<file path="config.mk">
export PLATFORM = sky130hd
export DESIGN_NAME = y86_mem_stage
export DESIGN_NICKNAME = d
export VERILOG_FILES = /design/src/rtl/y86_mem_stage.sv
export SDC_FILE = /design/constraint.sdc
export NUM_CORES = 1
export LEC_CHECK = 0
export BUFFER_PORTS_ARGS = -buffer_cell sky130_fd_sc_hd__buf_2
export CAP_MARGIN = 20
export CORE_AREA = 3 3 179 181
export CTS_CLUSTER_DIAMETER = 100
export DETAILED_ROUTE_END_ITERATION = 7
export DIE_AREA = 0 0 182 184
export PLACE_DENSITY = 0.74
export SLEW_MARGIN = 20
export SYNTH_ARGS = -nofsm -noshare
export SYNTH_HDL_FRONTEND = slang
export SYNTH_SLANG_ARGS = --single-unit
</file>
<file path="constraint.sdc">
create_clock -name clk_i -period 10.1 [get_ports clk_i]
set_input_delay 1.515 -clock clk_i [delete_from_list [all_inputs] [get_ports clk_i]]
set_output_delay 1.515 -clock clk_i [all_outputs]
set_load 0.005 [all_outputs]
</file>
<file path="src/rtl/y86_mem_stage.sv">
`default_nettype none
// ============================================================================
//  Module   : y86_mem_stage
//  Purpose  : Y86-64 memory-access stage. Takes one instruction from execute,
//             classifies it as load / store / no access, runs a valid/ready
//             data-memory transaction with a wait timeout, and returns valM
//             and the instruction status with a one-cycle done pulse.
//  Revision : 1.0 - initial release
// ============================================================================
module y86_mem_stage #(
    parameter logic [63:0] MEM_SIZE       = 64'h10000,
    parameter int          TIMEOUT_CYCLES = 255
) (
    input  logic        clk_i,
    input  logic        rst_i,
    input  logic        start_i,
    input  logic [3:0]  icode_i,
    input  logic [63:0] valE_i,
    input  logic [63:0] valA_i,
    input  logic [63:0] valP_i,
    output logic        busy_o,
    output logic        done_o,
    output logic [63:0] valM_o,
    output logic [3:0]  stat_o,
    output logic        mem_req_o,
    output logic        mem_we_o,
    output logic [63:0] mem_addr_o,
    output logic [63:0] mem_wdata_o,
    input  logic        mem_ready_i,
    input  logic [63:0] mem_rdata_i,
    input  logic        mem_err_i
);

    // Instruction codes
    localparam logic [3:0] IHALT   = 4'h0;
    localparam logic [3:0] INOP    = 4'h1;
    localparam logic [3:0] ICMOVQ  = 4'h2;
    localparam logic [3:0] IIRMOVQ = 4'h3;
    localparam logic [3:0] IRMMOVQ = 4'h4;
    localparam logic [3:0] IMRMOVQ = 4'h5;
    localparam logic [3:0] IOPQ    = 4'h6;
    localparam logic [3:0] IJXX    = 4'h7;
    localparam logic [3:0] ICALL   = 4'h8;
    localparam logic [3:0] IRET    = 4'h9;
    localparam logic [3:0] IPUSHQ  = 4'hA;
    localparam logic [3:0] IPOPQ   = 4'hB;

    // Status codes
    localparam logic [3:0] SAOK = 4'd1;
    localparam logic [3:0] SHLT = 4'd2;
    localparam logic [3:0] SADR = 4'd3;
    localparam logic [3:0] SINS = 4'd4;

    // FSM encoding
    localparam logic [1:0] ST_IDLE = 2'd0;
    localparam logic [1:0] ST_REQ  = 2'd1;
    localparam logic [1:0] ST_DONE = 2'd2;

    // Wait counter only needs to reach TIMEOUT_CYCLES-1: the timeout fires on
    // the REQ cycle in which the count would become TIMEOUT_CYCLES.
    localparam int               CNT_W     = (TIMEOUT_CYCLES < 2) ? 1 : $clog2(TIMEOUT_CYCLES + 1);
    localparam logic [CNT_W-1:0] WAIT_LAST = CNT_W'(TIMEOUT_CYCLES - 1);

    logic [1:0]       state_q,  state_d;
    logic [CNT_W-1:0] wait_q,   wait_d;
    logic             req_q,    req_d;
    logic             we_q,     we_d;
    logic [63:0]      addr_q,   addr_d;
    logic [63:0]      wdata_q,  wdata_d;
    logic [63:0]      valM_q,   valM_d;
    logic [3:0]       stat_q,   stat_d;

    logic             w_access;
    logic             w_write;
    logic [63:0]      w_addr;
    logic [63:0]      w_wdata;
    logic [3:0]       w_noacc_stat;
    logic [64:0]      w_addr_end;
    logic             w_range_bad;

    // Decode the incoming instruction into access kind, address and data
    always_comb begin
        w_access     = 1'b0;
        w_write      = 1'b0;
        w_addr       = valE_i;
        w_wdata      = valA_i;
        w_noacc_stat = SAOK;
        case (icode_i)
            IRMMOVQ, IPUSHQ: begin
                w_access = 1'b1;
                w_write  = 1'b1;
            end
            ICALL: begin
                w_access = 1'b1;
                w_write  = 1'b1;
                w_wdata  = valP_i;
            end
            IMRMOVQ: begin
                w_access = 1'b1;
            end
            IPOPQ, IRET: begin
                w_access = 1'b1;
                w_addr   = valA_i;
            end
            INOP, ICMOVQ, IIRMOVQ, IOPQ, IJXX: begin
                w_noacc_stat = SAOK;
            end
            IHALT: begin
                w_noacc_stat = SHLT;
            end
            default: begin
                w_noacc_stat = SINS;
            end
        endcase
    end

    // 65-bit end address: catches both addr+8 > MEM_SIZE and 64-bit wrap
    assign w_addr_end  = {1'b0, w_addr} + 65'd8;
    assign w_range_bad = (w_addr_end > {1'b0, MEM_SIZE});

    // Next-state and datapath update for the IDLE / REQ / DONE sequence
    always_comb begin
        state_d = state_q;
        wait_d  = wait_q;
        req_d   = req_q;
        we_d    = we_q;
        addr_d  = addr_q;
        wdata_d = wdata_q;
        valM_d  = valM_q;
        stat_d  = stat_q;
        case (state_q)
            ST_IDLE: begin
                if (start_i) begin
                    if (!w_access) begin
                        state_d = ST_DONE;
                        stat_d  = w_noacc_stat;
                        valM_d  = 64'd0;
                    end else if (w_range_bad) begin
                        state_d = ST_DONE;
                        stat_d  = SADR;
                        valM_d  = 64'd0;
                    end else begin
                        state_d = ST_REQ;
                        req_d   = 1'b1;
                        we_d    = w_write;
                        addr_d  = w_addr;
                        wdata_d = w_wdata;
                        wait_d  = '0;
                    end
                end
            end
            ST_REQ: begin
                // Ready takes priority over a timeout landing in the same cycle
                if (mem_ready_i) begin
                    state_d = ST_DONE;
                    req_d   = 1'b0;
                    wait_d  = '0;
                    stat_d  = mem_err_i ? SADR : SAOK;
                    valM_d  = (!we_q && !mem_err_i) ? mem_rdata_i : 64'd0;
                end else if (wait_q == WAIT_LAST) begin
                    state_d = ST_DONE;
                    req_d   = 1'b0;
                    wait_d  = '0;
                    stat_d  = SADR;
                    valM_d  = 64'd0;
                end else begin
                    wait_d  = wait_q + CNT_W'(1);
                end
            end
            ST_DONE: begin
                state_d = ST_IDLE;
            end
            default: begin
                state_d = ST_IDLE;
                req_d   = 1'b0;
                wait_d  = '0;
            end
        endcase
    end

    // State registers; asynchronous reset abandons any in-flight request
    always_ff @(posedge clk_i or posedge rst_i) begin
        if (rst_i) begin
            state_q <= ST_IDLE;
            wait_q  <= '0;
            req_q   <= 1'b0;
            we_q    <= 1'b0;
            addr_q  <= 64'd0;
            wdata_q <= 64'd0;
            valM_q  <= 64'd0;
            stat_q  <= SAOK;
        end else begin
            state_q <= state_d;
            wait_q  <= wait_d;
            req_q   <= req_d;
            we_q    <= we_d;
            addr_q  <= addr_d;
            wdata_q <= wdata_d;
            valM_q  <= valM_d;
            stat_q  <= stat_d;
        end
    end

    assign busy_o      = (state_q != ST_IDLE);
    assign done_o      = (state_q == ST_DONE);
    assign valM_o      = valM_q;
    assign stat_o      = stat_q;
    assign mem_req_o   = req_q;
    assign mem_we_o    = we_q;
    assign mem_addr_o  = addr_q;
    assign mem_wdata_o = wdata_q;

endmodule
`default_nettype wire

</file>
==> impl_metrics.yaml <==
yosys:
  syn_inst: 1166
  synth_top_family_by_area: "simple AND/OR/NAND/NOR gates"
  syn-mean-instance-area_sq_um: 10.5
  synth_cell_types: 78
  syn_area_sq_um: 12200
  synth_edf_count: 0
  yosysWarnings: 0
  synthSimpleGateAreaFrac_pct: 19.5
  synth_fp_nets: 1434
  synth_fa_ha_area_share_pct: 0.307
  ys_ff_latch: 207
  ys.flop_type: "dfrtp_1"
  muxShareOfSynthArea_pct: 18.5
  synth-xor-area-share_pct: 2.94
  synth_compound_area_share_pct: 12.5
  async_flop_share_pct: 100
  synth-seq-area-share_pct: 42.4
sta:
  fmax_mhz: 139
  hold_violations: 0
  finalWorstSetupSlack_ps: 2920
  fin_tns_setup_ps: 0
  fin_skew_ps: 11.8
  slew_viol_final: 0
  rsz0062_at_grt: "no"
  fin_crit_ps: 7180
  slew_headroom_pct: 30.1
  worstMarginPinSlew_ps: 1050
  finalSetupViolCount: 0
  fin_crit_sh_pct: 71.1
cts:
  cts_buffers: 23
  htreeDepth: 1
  cts_hold_buffers: 0
  post-cts-setup-buffers: 0
  clockBufferDepth: 3
  tritoncts: "built"
  cts_root_buf: "clkbuf_16"
  clkLatencyLatePin_ps: 530
  numClockSinks: 207
  clk_pin_slew_ps: 60
  cts_resized: 0
placement:
  hpwl_microns: 33800
  placedInstanceArea_sq_um: 14700
  port_buffers: 463
  routabilityCongestion: 0.962
  place_ws_ps: 2470
critical_path:
  critPathMaxStageDelay_ps: 800
  critPathRequiredTime_ps: 10500
  cp_num_buf_inv: 3
  criticalPathCategory: "in -> reg"
  crit_fanout: 75
  worstPathCellList: "buf_2, and3b_4, buf_4, mux2_2, o221ai_1, nor4_1, mux2_2, or4_1, or4_1, or3_4, buf_4, mux2_4"
  critPathArrivalTime_ps: 7580
  end_kind: "flop"
  cp-start-kind: "input port"
  crit_family: "simple AND/OR/NAND/NOR gates"
  cpMaxStageDelayCell: "buf_4"
cells_and_area:
  design_area_sq_um: 15600
  layout-drive-gt1-share_pct: 42.7
  nets: 1863
  area_delta_synth_final_pct: 27.3
die:
  rows: 64
  io_pins: 465
  die_w_microns: 182
  core_area_sq_um: 30600
  die_y_microns: 184
  initial_core_util_pct: 40.0
  dieArea_sq_um: 33500
job:
  max_cap_violations: 0
route:
  viasPerCell: 5.73
  drc: 0
  postRouteAntennaNets: 0
  first_pass_iters: 5
  wire_per_inst_microns: 22.0
  wl_microns: 44200
  vias: 11527
  dr.first_iter.drc_count: 1033
status:
  status: "finished, final reports clean"
pwr:
  powerDensity_nw_per_um2: 127
  max-vdd-ir-drop_mv: 0.124
  p_leak_nw: 7.93
  p_total_mw: 1.97
worst_hold_path:
  min_path_type: "reg -> reg"
global_routing:
  grt_max_degree: 129
  grt_pass1_wl_microns: 66500
  antenna_found_initial: 7
  track_usage_pct: 25.0
  grt_pass1_vias: 11216
  grt-ovfl-total: 0
## registers in the layout (all words and copies together), names as in the netlist
signal and cells:
mem_we_o 1, stat_o 3, wait_q 8, state_q 2, mem_wdata_o 64, mem_req_o 1
valM_o 64, mem_addr_o 64
## per-stage QoR
stage | hold WS [ps] | util (%) | instances
floorplan | 453 | - | 1166
global placement | 455 | 48.2 | 1966
detailed placement | 465 | 48.2 | 1966
CTS | 476 | 50.8 | 2006
global route | 496 | 50.9 | 2010
finish | 471 | 50.9 | 2010
## worst min-delay path, cell delays in order, from the launching register on
cell	delay (ps)
dfstp_2	370
inv_1	40
a2bb2oi_1	50
## final cells by class
class / instances / area [sq um]
tap: 396 / 495
multi-input combinational: 872 / 6620
antenna: 4 / 10.0
inverter: 21 / 86.3
clock buffer: 27 / 611
clock inverter: 13 / 193
sequential: 207 / 5180
fill: 2795 / 15000
timing repair buffer: 470 / 2370
## path summary, 6_finish.rpt
kind | startpoint | end | slack (ps) | cells past startpoint
setup / recovery | icode_i[2] | mem_wdata_o[32] | 2920 | 12
setup reg to reg | state_q[1] | mem_wdata_o[44] | 7200 | 5
min in group asynchronous | rst_i | mem_wdata_o[23] | 1160 | 2
hold / removal | stat_o[0] | stat_o[0] | 470 | 2
max in group asynchronous | rst_i | mem_wdata_o[50] | 7690 | 3
hold reg to reg | stat_o[0] | stat_o[0] | 470 | 2
## cell families (layout without fill, tap and decap cells)
kind of cell	count (synthesis)	in the layout
AOI/OAI and AO/OA	200	200
xor gates and xnor gates	41	41
adders and majority gates	3	3
buffers and inverters	87	531
DFF	207	207
muxes	190	190
other	1	5
and+or+nand+nor	437	437
## synth_stat cells, types with 8 or more instances
cell type	count	area (sq um)
nor2_1	59	221
xor2_1	16	140
nor4_1	29	181
a22o_1	66	578
inv_1	20	75.1
clkbuf_1	32	120
a31oi_1	10	62.6
a21oi_1	18	90.1
nand4_1	41	257
mux2_2	102	1150
nor3_1	49	245
nor3b_1	9	67.6
or3_1	9	56.3
buf_6	10	113
mux2i_1	41	410
and2_1	51	319
o31ai_1	11	82.6
buf_2	15	75.1
nand3_1	52	260
o211ai_1	8	60.1
dfrtp_1	206	5150
xnor2_1	25	219
o22ai_1	8	50.1
a211oi_1	8	60.1
nand2_1	96	360
o21ai_0	26	130
mux2_4	46	691
## per-layer routing
metal	vias to the layer above	share of wire [%]	track usage [%]
met1	5587	40	33.1
met3	101	9.0	5.44
met2	627	49	41.2
met5	-	0.045	0
met4	2	2.8	7.77
li1	5210	-	-
## layout by cell type (no fill, tap or decap), types with 26 or more instances in the layout
cell and n:
dfrtp_1 206, a22o_1 66, nand4_1 41, and2_1 51, nor3_1 49, mux2_2 102, nor4_1 29, mux2i_1 41
nor2_1 58, mux2_4 46, buf_2 463, nand3_1 52, o21ai_0 26, nand2_1 96
## power by group
group	total (mW)	internal [mW]	switching [mW]
Clock	0.896	0.538	0.358
Combinational	0.239	0.0923	0.147
Sequential	0.839	0.834	0.00488
No activity file was read; power rests on OpenSTA's default activity.
